`config.mk`:
```
export PLATFORM = sky130hd
export DESIGN_NAME = mac_accumulator
export DESIGN_NICKNAME = d
export VERILOG_FILES = /design/src/rtl/mac_acc_pkg.sv /design/src/rtl/mac_acc_addsub.sv /design/src/rtl/mac_accumulator.sv
export SDC_FILE = /design/constraint.sdc
export NUM_CORES = 1
export LEC_CHECK = 0
export BUFFER_PORTS_ARGS = -buffer_cell sky130_fd_sc_hd__buf_4
export CAP_MARGIN = 10
export CORE_MARGIN = 5
export CORE_UTILIZATION = 45
export DETAILED_ROUTE_END_ITERATION = 16
export PLACE_DENSITY_LB_ADDON = 0.1
export SYNTH_ARGS = -nofsm -noshare
export SYNTH_HDL_FRONTEND = slang
export SYNTH_HIERARCHICAL = 1
export SYNTH_SLANG_ARGS = --single-unit
```
`constraint.sdc`:
```
create_clock -name clk -period 2.7 [get_ports clk]
set_input_delay 0.54 -clock clk [delete_from_list [all_inputs] [get_ports clk]]
set_output_delay 0.54 -clock clk [all_outputs]
set_load 0.02 [all_outputs]
```
`src/rtl/mac_acc_pkg.sv`:
```
// Shared types and constants for the MAC accumulator: FSM states, mode encodings, default widths.
// Saturation is selected at build time by defining MAC_ACC_SAT_EN.
package mac_acc_pkg;

  typedef enum logic [1:0] {
    IDLE = 2'd0,
    RUN  = 2'd1,
    DONE = 2'd2
  } state_e;

  localparam logic MODE_ADD = 1'b0;
  localparam logic MODE_SUB = 1'b1;

  localparam int DATA_W_DEF = 16;
  localparam int ACC_W_DEF  = 32;
  localparam int LEN_W_DEF  = 8;

endpackage

```
`src/rtl/mac_acc_addsub.sv`:
```
// Combinational next-accumulator stage: unsigned add/sub of a zero-extended product with carry/borrow out.
// With MAC_ACC_SAT_EN defined the result clamps on overflow; otherwise it wraps modulo 2**ACC_W.
module mac_acc_addsub
  import mac_acc_pkg::*;
#(
  parameter int DATA_W = DATA_W_DEF,
  parameter int ACC_W  = ACC_W_DEF
) (
  input  logic [ACC_W-1:0]  acc_i,
  input  logic [DATA_W-1:0] prod_i,
  input  logic              mode_i,
  output logic [ACC_W-1:0]  acc_o,
  output logic              flag_o
);

  // Clamp target: all-ones for an add carry, zero for a subtract borrow.
  function automatic logic [ACC_W-1:0] sat_val(input logic mode);
    return (mode == MODE_SUB) ? '0 : '1;
  endfunction

  logic [ACC_W:0]   ext_prod;
  logic [ACC_W:0]   sum_w;
  logic [ACC_W:0]   diff_w;
  logic [ACC_W-1:0] raw_w;

  assign ext_prod = {{(ACC_W + 1 - DATA_W){1'b0}}, prod_i};

  always_comb begin
    sum_w  = {1'b0, acc_i} + ext_prod;
    diff_w = {1'b0, acc_i} - ext_prod;
    if (mode_i == MODE_SUB) begin
      raw_w  = diff_w[ACC_W-1:0];
      flag_o = diff_w[ACC_W];
    end else begin
      raw_w  = sum_w[ACC_W-1:0];
      flag_o = sum_w[ACC_W];
    end
`ifdef MAC_ACC_SAT_EN
    acc_o = flag_o ? sat_val(mode_i) : raw_w;
`else
    acc_o = raw_w;
`endif
  end

endmodule

```
`src/rtl/mac_accumulator.sv`:
```
// Burst multiply-accumulate: sums or subtracts LEN products, returns one result with a sticky overflow flag.
// Define MAC_ACC_SAT_EN to saturate the accumulator on overflow instead of wrapping.
module mac_accumulator
  import mac_acc_pkg::*;
#(
  parameter int DATA_W = DATA_W_DEF,
  parameter int ACC_W  = ACC_W_DEF,
  parameter int LEN_W  = LEN_W_DEF
) (
  input  logic              clk,
  input  logic              rst,
  input  logic              start,
  input  logic [LEN_W-1:0]  len,
  input  logic              sub_mode,
  input  logic              abort,
  input  logic              prod_valid,
  input  logic [DATA_W-1:0] prod_data,
  output logic              prod_ready,
  output logic              res_valid,
  input  logic              res_ready,
  output logic [ACC_W-1:0]  res_data,
  output logic              res_ovf,
  output logic              busy
);

  state_e             state_q, state_d;
  logic [LEN_W-1:0]   count_q, count_d;
  logic               mode_q, mode_d;
  logic [ACC_W-1:0]   acc_q, acc_d;
  logic               ovf_q, ovf_d;
  logic               prod_ready_q, prod_ready_d;
  logic               res_valid_q, res_valid_d;
  logic               busy_q, busy_d;

  logic [ACC_W-1:0]   acc_nxt;
  logic               acc_flag;
  logic               prod_hs;
  logic               res_hs;

  mac_acc_addsub #(
    .DATA_W (DATA_W),
    .ACC_W  (ACC_W)
  ) u_addsub (
    .acc_i  (acc_q),
    .prod_i (prod_data),
    .mode_i (mode_q),
    .acc_o  (acc_nxt),
    .flag_o (acc_flag)
  );

  assign prod_hs = prod_valid & prod_ready_q;
  assign res_hs  = res_valid_q & res_ready;

  always_comb begin
    state_d = state_q;
    count_d = count_q;
    mode_d  = mode_q;
    acc_d   = acc_q;
    ovf_d   = ovf_q;
    if (abort) begin
      state_d = IDLE;
      acc_d   = '0;
      ovf_d   = 1'b0;
    end else begin
      unique case (state_q)
        IDLE: begin
          if (start) begin
            acc_d   = '0;
            ovf_d   = 1'b0;
            mode_d  = sub_mode;
            count_d = len;
            state_d = (len == '0) ? DONE : RUN;
          end
        end
        RUN: begin
          if (prod_hs) begin
            acc_d   = acc_nxt;
            ovf_d   = ovf_q | acc_flag;
            count_d = count_q - LEN_W'(1);
            if (count_q == LEN_W'(1)) state_d = DONE;
          end
        end
        DONE: begin
          if (res_hs) state_d = IDLE;
        end
        default: state_d = IDLE;
      endcase
    end
    // Handshake outputs are registered copies of the upcoming state.
    prod_ready_d = (state_d == RUN);
    res_valid_d  = (state_d == DONE);
    busy_d       = (state_d != IDLE);
  end

  always_ff @(posedge clk or negedge rst) begin
    if (!rst) begin
      state_q      <= IDLE;
      count_q      <= '0;
      mode_q       <= MODE_ADD;
      acc_q        <= '0;
      ovf_q        <= 1'b0;
      prod_ready_q <= 1'b0;
      res_valid_q  <= 1'b0;
      busy_q       <= 1'b0;
    end else begin
      state_q      <= state_d;
      count_q      <= count_d;
      mode_q       <= mode_d;
      acc_q        <= acc_d;
      ovf_q        <= ovf_d;
      prod_ready_q <= prod_ready_d;
      res_valid_q  <= res_valid_d;
      busy_q       <= busy_d;
    end
  end

  assign prod_ready = prod_ready_q;
  assign res_valid  = res_valid_q;
  assign res_data   = acc_q;
  assign res_ovf    = ovf_q;
  assign busy       = busy_q;

endmodule

```
==> flow_metrics.env, run 1 <==
export IMPL_antenna_cells_inserted=0
export IMPL_setup_tns_ns=-0.2457
export IMPL_routabilityCongestion=0.9295
export IMPL_drive_above_1_share=0.3319
export IMPL_netlist_area_leader_share=0.2624
export IMPL_first_pass_iters=4
export IMPL_maxCapViolCount=0
export IMPL_cp_top_family="simple AND/OR/NAND/NOR gates"
export IMPL_syn2layout_area_growth_pct=36.21
export IMPL_arrival_ns=2.98
export IMPL_fin_ws_ns=-0.07727
export IMPL_synth_area_top_cells="dfrtp_1, ha_1, a22o_1"
export IMPL_post_route_min_period_ns=2.777
export IMPL_mostFrequentLayoutCells="buf_4, dfrtp_1, a21oi_1"
export IMPL_power_density_nw_per_um2=447.4
export IMPL_grt_pass1_vias=4626
export IMPL_final_nets=747
export IMPL_overflow=0
export IMPL_core_area_sq_um=9729
export IMPL_synth_largest_area_cell="dfrtp_1"
export IMPL_drt_iter0_drc=241
export IMPL_drt_antenna_violating_nets=0
export IMPL_grtUsageTotal=0.2301
export IMPL_max_stage_delay_ns=0.52
export IMPL_synth_cell_types=71
export IMPL_finalCritPeriodShare=1.029
export IMPL_yosysWarnings=6
export IMPL_slew_violations=0
export IMPL_grt_antenna_before_repair=0
export IMPL_cp_max_fo=6
export IMPL_grt_max_degree=48
export IMPL_ys_seq_area_frac=0.2624
export IMPL_cp_num_buf_inv=0
export IMPL_ys_ff_latch=47
export IMPL_cp_slowest_cell="or4_4"
export IMPL_synth_cell_area_sq_um=4482
export IMPL_routedWlPerCell_um=16.65
export IMPL_mostFrequentLayoutCell="buf_4"
export IMPL_dpl_cell_count=804
export IMPL_via_per_inst=5.747
export IMPL_cp_startpoint="res_data[10]"
export IMPL_instances_no_fill=814
export IMPL_hold_class="in -> async"
export IMPL_fin_util=0.6274
export IMPL_worstSetupPathType="reg -> reg"
export IMPL_clk_latency_ns=0.31
export IMPL_tritoncts="yes"
export IMPL_power_leakage_nw=2.815
export IMPL_io_pins=67
export IMPL_design_area_sq_um=6105
export IMPL_total_power_mw=2.731
export IMPL_max_slew_margin=0.4769
export IMPL_violations="setup timing"
export IMPL_avgSynthCellArea_sq_um=8.239
export IMPL_cp_end_kind="flip-flop"
export IMPL_status="finished with violations"
export IMPL_root_buffer="clkbuf_8"
export IMPL_die_area_sq_um=12050
export IMPL_synth_nets=611
export IMPL_cp_cell_sequence="ha_4 -> or4_4 -> or3_4 -> a21oi_4 -> nor3b_4 -> o31ai_4 -> a32oi_1 -> xnor2_1 -> a22o_1"
export IMPL_vdd_drop_max_mv=0.2897
export IMPL_hold_buffers=0
export IMPL_grt_pass1_wl_um=22360
export IMPL_vias=4678
export IMPL_fmax_mhz=360.1
export IMPL_whs_ns=0.2338
export IMPL_r2r_start="res_data[10]"
export IMPL_synthArstFlopShare=1.000
export IMPL_cts_made_buffers=5
export IMPL_cts_max_path_buffers=2
export IMPL_clk_pin_slew_worst_paths_ns=0.10
export IMPL_crit_required_ns=2.91
export IMPL_port_buffers=66
export IMPL_cts_sinks=47
export IMPL_fp_row_count=36
export IMPL_worstSetupStartpointType="flip-flop"
export IMPL_synth_cells=544
export IMPL_setup_viol=4
export IMPL_finalHoldViolCount=0
export IMPL_htree_levels=2
export IMPL_hpwl_um=10190
export IMPL_die_h_um=109.8
export IMPL_worst_slew_pin_slew_ns=0.7846
export IMPL_rsz0062_at_grt="yes"
export IMPL_drcViolationCount=0
export IMPL_skew_ns=0.01026
export IMPL_start_util=0.4606
export IMPL_place_ws_ns=-0.3730
export IMPL_drt_total_wl_um=13550
export IMPL_die_w_um=109.8
export IMPL_ys_flop_type="dfrtp_1"
export IMPL_placed_cell_area_sq_um=5742
export IMPL_synth_edff_count=0
flip-flops by register name, indices dropped and copies added (netlist names):
register / flops
res_data: 32
count_q: 8
state_q: 2
busy: 1
mode_q: 1
prod_ready: 1
res_ovf: 1
res_valid: 1
cells in the mapped netlist, types with 17 or more instances:
library cell   n
nand2_1       32
nor2_1        39
ha_1          34
dfrtp_1       47
o21ai_0       40
xnor2_1       21
nor3_1        21
clkbuf_1      17
a22o_1        32
inv_1         34
a21oi_1       41
final timing paths:
kind	to	slack (ns)	cells past startpoint
min in group clk	mode_q	0.47	2
max reg2reg	res_data[31]	-0.08	9
min	res_data[13]	0.23	1
max in group asynchronous	res_data[0]	2.03	1
max	res_data[31]	-0.08	9
min reg2reg	count_q[1]	0.53	2
cells by family (layout without fill, tap and decap cells):
| kind of cell | Yosys count | after routing | share of synthesized area |
|---|---|---|---|
| muxes | 3 | 3 | 0.006979 |
| adders and majority gates | 36 | 36 | 0.1039 |
| xor gates and xnor gates | 30 | 30 | 0.05863 |
| AOI/OAI and AO/OA | 180 | 180 | 0.2820 |
| DFF | 47 | 47 | 0.2624 |
| and+or+nand+nor | 181 | 181 | 0.2186 |
| buffers and inverters | 67 | 204 | 0.06756 |
final cells by class:
type | instances | area [sq um]
Fill cell | 877 | 3625
Sequential cell | 47 | 1176
Clock inverter | 2 | 38.79
Clock buffer | 6 | 82.58
Timing Repair Buffer | 162 | 1220
Tap cell | 133 | 166.4
Multi-Input combinational cell | 430 | 3281
Inverter | 34 | 140.1
metal layers:
| metal | share of wire | wire, um | vias up | track usage |
|---|---|---|---|---|
| met1 | 0.45 | 6148 | 2252 | 0.3114 |
| met2 | 0.47 | 6432 | 133 | 0.3821 |
| li1 | - | - | 2270 | - |
| met5 | 0 | 0 | - | 0 |
| met4 | 0.020 | 274 | 0 | 0.06500 |
| met3 | 0.052 | 698 | 23 | 0.03171 |
power breakdown:
group	switching, mW	internal [mW]	leakage [nW]
clock	0.281	0.305	0.0618
sequential	0.0787	0.771	0.634
combinational	0.696	0.600	2.12
total	1.06	1.68	2.81
what timing repair did:
action	in CTS	in global routing
pin swaps	3	21
buffers inserted	1	1
gates resized for setup	10	37
endpoints found under the setup margin	10	22
No activity file was read; power rests on OpenSTA's default activity.
==> run 2, diff against run 1 <==
--- a/config.mk
+++ b/config.mk
@@ -10,7 +10,7 @@
 export CORE_MARGIN = 5
 export CORE_UTILIZATION = 45
 export DETAILED_ROUTE_END_ITERATION = 16
-export PLACE_DENSITY_LB_ADDON = 0.1
+export PLACE_DENSITY = 0.68
 export SYNTH_ARGS = -nofsm -noshare
 export SYNTH_HDL_FRONTEND = slang
 export SYNTH_HIERARCHICAL = 1
==> run 2 against run 1 <==
Net effect: the flow still finishes with violations (setup timing); critical path depth grew 2; total power decreased by 1.3%; utilization shrank 0.41 points.
==> flow_metrics.env, run 2 (synthesis gave the netlist of run 1 again) <==
export IMPL_drive_above_1_share=0.3275
export IMPL_grt_pass1_wl_um=21650
export IMPL_final_nets=748
export IMPL_die_w_um=109.8
export IMPL_port_buffers=66
export IMPL_vias=4731
export IMPL_grtUsageTotal=0.2237
export IMPL_p_int_mw=1.651
export IMPL_switching_share=0.3874
export IMPL_grt_pass1_vias=4541
export IMPL_syn2layout_area_growth_pct=35.32
export IMPL_vdd_drop_max_mv=0.2231
export IMPL_max_stage_delay_ns=0.41
export IMPL_fmax_mhz=369.8
export IMPL_rsz0062_at_grt="yes"
export IMPL_hold_class="in -> async"
export IMPL_whs_ns=0.2209
export IMPL_mostFrequentLayoutCell="buf_4"
export IMPL_cp_cell_sequence="inv_2 -> ha_4 -> fa_2 -> nor2b_2 -> o211ai_1 -> a31o_2 -> a31oi_4 -> nor2_1 -> a32oi_1 -> xnor2_1 -> a22o_1"
export IMPL_overflow=0
export IMPL_largest_reg_flops=32
export IMPL_drt_antenna_violating_nets=0
export IMPL_die_h_um=109.8
export IMPL_r2r_start="res_data[0]"
export IMPL_finalHoldViolCount=0
export IMPL_violations="setup timing"
export IMPL_root_buffer="clkbuf_8"
export IMPL_maxCapViolCount=0
export IMPL_drcViolationCount=0
export IMPL_r2r_cells=11
export IMPL_power_switching_mw=1.044
export IMPL_reg2reg_slack_ns=-0.004
export IMPL_grt_antenna_before_repair=0
export IMPL_drt_total_wl_um=13510
export IMPL_drt_iter0_drc=321
export IMPL_clock_power_share=0.201
export IMPL_htree_levels=2
export IMPL_worst_slew_pin_slew_ns=0.7854
export IMPL_regToRegEndpoint="res_data[22]"
export IMPL_setup_viol=1
export IMPL_cp_max_fo=6
export IMPL_filler_cell_count=859
export IMPL_first_pass_iters=5
export IMPL_start_util=0.4606
export IMPL_finalCritPeriodShare=1.002
export IMPL_worstSetupStartpointType="flip-flop"
export IMPL_cp_startpoint="res_data[0]"
export IMPL_arrival_ns=2.91
export IMPL_comb_power_share=0.482
export IMPL_hpwl_um=10020
export IMPL_worstSetupPathType="reg -> reg"
export IMPL_routedWlPerCell_um=16.59
export IMPL_via_per_inst=5.812
export IMPL_cts_made_buffers=5
export IMPL_clk_pin_slew_worst_paths_ns=0.11
export IMPL_cts_max_path_buffers=2
export IMPL_io_pins=67
export IMPL_slew_violations=0
export IMPL_cp_end_kind="flip-flop"
export IMPL_die_area_sq_um=12050
export IMPL_fp_row_count=36
export IMPL_routabilityCongestion=0.9070
export IMPL_antenna_cells_inserted=0
export IMPL_total_power_mw=2.696
export IMPL_clk_latency_ns=0.33
export IMPL_post_route_min_period_ns=2.704
export IMPL_skew_ns=0.01778
export IMPL_mostFrequentLayoutCells="buf_4, dfrtp_1, nor2_1"
export IMPL_max_slew_margin=0.4764
export IMPL_cp_slowest_cell="dfrtp_1"
export IMPL_power_density_nw_per_um2=444.5
export IMPL_crit_required_ns=2.91
export IMPL_grt_max_degree=48
export IMPL_seqPwrFrac=0.317
export IMPL_power_leakage_nw=2.794
export IMPL_setup_tns_ns=-0.004076
export IMPL_core_area_sq_um=9729
export IMPL_status="finished with violations"
export IMPL_tritoncts="yes"
export IMPL_cts_sinks=47
export IMPL_fin_ws_ns=-0.004076
## run 2: cell count changes in the layout (fill, tap and decap cells not counted), sizes merged
cell / change
buf: +1
clkinvlp: +1
inv: -1
clkbuf: -1
## run 2: final cells by class
class	instances	area, sq um	share of cell area
tap	133	166.4	0.02744
clock buffer	5	68.82	0.01135
multi-input combinational	430	3246	0.5352
clock inverter	2	37.54	0.006189
inverter	34	140.1	0.02311
sequential	47	1179	0.1943
timing repair buffer	163	1227	0.2024
## run 2: layer usage
layer,routed length (um),track usage,vias to the layer above,part of all wire
li1,-,-,2275,-
met5,0,0,-,0
met3,617,0.03230,16,0.046
met4,230,0.07213,0,0.017
met2,6610,0.3782,142,0.49
met1,6047,0.2928,2298,0.45
## run 2: repair_timing
| item | 4_1_cts | 5_1_grt |
|---|---|---|
| gates resized for setup | 10 | 35 |
| endpoints found under the setup margin | 9 | 21 |
| setup buffers | 1 | 6 |
| hold endpoints to repair | 0 | 0 |
| pin swaps | 10 | 19 |
| gates cloned | 0 | 0 |
| hold buffers | 0 | 0 |
## run 2: worst max-delay path, delay by kind of cell (launching register included)
family / cells / cell delay, ns
compound gates: 5 / 1.19
xor+xnor: 1 / 0.08
fa+ha+maj: 2 / 0.57
buf+inv: 1 / 0.06
flops: 1 / 0.41
simple gates: 2 / 0.25
## run 2: how the worst max path moves through the flow
stage                               to  slack, ns  cells past startpoint
after floorplan           res_data[27]      -0.07                     11
after global placement    res_data[16]      -0.28                     11
after detailed placement  res_data[16]      -0.29                     11
after CTS                 res_data[27]      -0.01                      9
after global routing      res_data[22]      -0.11                     11
final                     res_data[22]     -0.004                     11
## run 2: power by group through the flow
stage / Combinational (mW) / Sequential, mW / Clock, mW
global route: 1.41 / 0.866 / 0.586
detailed placement: 1.21 / 0.864 / 0
floorplan: 0.769 / 0.885 / 0
global placement: 1.20 / 0.859 / 0
CTS: 1.24 / 0.852 / 0.554
finish: 1.30 / 0.855 / 0.541
## run 2: through the flow
stage / setup slack [ns] / util / cell area, sq um / cells
6_report: -0.004076 / 0.6233 / 6065 / 814
5_1_grt: -0.1097 / 0.6233 / 6065 / 814
4_1_cts: -0.01231 / 0.6037 / 5873 / 808
3_5_place_dp: -0.2857 / 0.5871 / 5712 / 800
3_3_place_gp: -0.2753 / 0.5871 / 5712 / 800
2_1_floorplan: -0.06938 / - / 4558 / 544
==> run 3, diff against run 2 <==
--- a/config.mk
+++ b/config.mk
@@ -8,9 +8,8 @@
 export BUFFER_PORTS_ARGS = -buffer_cell sky130_fd_sc_hd__buf_4
 export CAP_MARGIN = 10
 export CORE_MARGIN = 5
-export CORE_UTILIZATION = 45
+export CORE_UTILIZATION = 40
 export DETAILED_ROUTE_END_ITERATION = 16
-export PLACE_DENSITY = 0.68
 export SYNTH_ARGS = -nofsm -noshare
 export SYNTH_HDL_FRONTEND = slang
 export SYNTH_HIERARCHICAL = 1
==> run 3 against run 2 <==
Net effect: the run still ends with setup timing left; wire length up 2.7%; setup slack lost 0.0091 ns; sequential power is 1% lower; non-clock buffer count rose by 6; critical path type unchanged; largest power group unchanged.
==> flow_metrics.env, run 3 (synthesis gave the netlist of run 1 again) <==
export IMPL_core_area_sq_um=10890
export IMPL_root_buffer="clkbuf_8"
export IMPL_die_w_um=115.9
export IMPL_drive_above_1_share=0.3450
export IMPL_violations="setup timing"
export IMPL_cts_sinks=47
export IMPL_r2r_start="res_data[10]"
export IMPL_tritoncts="yes"
export IMPL_cp_end_kind="flip-flop"
export IMPL_clk_pin_slew_worst_paths_ns=0.10
export IMPL_skew_ns=0.01627
export IMPL_arrival_ns=2.91
export IMPL_dpl_cell_count=811
export IMPL_slew_violations=0
export IMPL_syn2layout_area_growth_pct=37.10
export IMPL_grtUsageTotal=0.2061
export IMPL_mostFrequentLayoutCell="buf_4"
export IMPL_worst_slew_pin_slew_ns=0.7961
export IMPL_max_slew_margin=0.4693
export IMPL_whs_ns=0.2252
export IMPL_cp_startpoint="res_data[10]"
export IMPL_cp_max_fo=4
export IMPL_drt_iter0_drc=239
export IMPL_hpwl_um=10380
export IMPL_cp_num_buf_inv=0
export IMPL_fin_ws_ns=-0.01314
export IMPL_routabilityCongestion=0.8812
export IMPL_port_buffers=66
export IMPL_reg2reg_slack_ns=-0.01
export IMPL_max_stage_delay_ns=0.54
export IMPL_vdd_drop_max_mv=0.2412
export IMPL_fmax_mhz=368.6
export IMPL_regToRegEndpoint="res_data[27]"
export IMPL_setup_tns_ns=-0.03856
export IMPL_cp_cell_sequence="ha_4 -> or4_4 -> or3_4 -> a21oi_4 -> nor3b_2 -> o31ai_4 -> a32oi_2 -> xnor2_1 -> a22o_1"
export IMPL_cts_made_buffers=5
export IMPL_mostFrequentLayoutCells="buf_4, dfrtp_1, nor2_1"
export IMPL_drt_antenna_violating_nets=0
export IMPL_crit_required_ns=2.90
export IMPL_vias=4709
export IMPL_placed_cell_area_sq_um=5751
export IMPL_r2r_cells=9
export IMPL_finalCritPeriodShare=1.005
export IMPL_post_route_min_period_ns=2.713
export IMPL_grt_antenna_before_repair=0
export IMPL_cp_top_family="simple AND/OR/NAND/NOR gates"
export IMPL_io_pins=67
export IMPL_via_per_inst=5.694
export IMPL_place_ws_ns=-0.3290
export IMPL_instances_no_fill=827
export IMPL_grt_pass1_wl_um=22720
export IMPL_power_density_nw_per_um2=425.2
export IMPL_worstSetupPathType="reg -> reg"
export IMPL_rsz0062_at_grt="yes"
export IMPL_design_area_sq_um=6145
export IMPL_grt_pass1_vias=4619
export IMPL_finalHoldViolCount=0
export IMPL_worstSetupStartpointType="flip-flop"
export IMPL_hold_class="in -> async"
export IMPL_clk_latency_ns=0.32
export IMPL_status="finished with violations"
export IMPL_fp_row_count=38
export IMPL_largest_reg_flops=32
export IMPL_grt_max_degree=48
export IMPL_start_util=0.4116
export IMPL_die_h_um=115.9
export IMPL_final_nets=754
export IMPL_overflow=0
export IMPL_maxCapViolCount=0
export IMPL_antenna_cells_inserted=0
export IMPL_htree_levels=2
export IMPL_drcViolationCount=0
export IMPL_cts_max_path_buffers=2
export IMPL_first_pass_iters=5
export IMPL_hold_buffers=0
export IMPL_setup_viol=4
export IMPL_power_leakage_nw=2.822
export IMPL_filler_cell_count=1021
export IMPL_routedWlPerCell_um=16.77
export IMPL_drt_total_wl_um=13870
export IMPL_die_area_sq_um=13420
export IMPL_cp_slowest_cell="or4_4"
## run 3: through the flow
step / util / power [mW]
after detailed placement: 0.5282 / 2.085
final: 0.5644 / 2.613
after global routing: 0.5644 / 2.800
after CTS: 0.5450 / 2.575
after floorplan: - / 1.654
after global placement: 0.5282 / 2.067
## run 3: what timing repair did
action | 4_1_cts | 5_1_grt
pin swaps | 18 | 24
resized for setup | 14 | 43
buffers inserted | 4 | 5
setup endpoints to repair | 14 | 23
## run 3: worst max-delay path by stage
stage | to | cells after the start
5_1_grt | res_data[22] | 9
3_5_place_dp | res_data[27] | 11
2_1_floorplan | res_data[27] | 11
4_1_cts | res_data[27] | 9
6_report | res_data[27] | 9
3_3_place_gp | res_data[16] | 12
## run 3: report_power, final
| part | internal [mW] | switching (mW) |
|---|---|---|
| combinational | 0.618 | 0.708 |
| clock | 0.178 | 0.263 |
| sequential | 0.771 | 0.0745 |
## run 3: final cells by class
class / count / area, sq um / area share
Clock buffer: 5 / 68.82 / 0.01120
Clock inverter: 2 / 13.76 / 0.002240
Inverter: 34 / 142.6 / 0.02321
Multi-Input combinational cell: 430 / 3292 / 0.5357
Sequential cell: 47 / 1176 / 0.1914
Tap cell: 140 / 175.2 / 0.02851
Timing Repair Buffer: 169 / 1276 / 0.2077
## run 3: metal layers
metal,part of all wire,up-vias,track usage
li1,-,2287,-
met1,0.44,2273,0.2733
met3,0.049,16,0.02924
met5,0,-,0
met2,0.49,133,0.3548
met4,0.013,0,0.04950
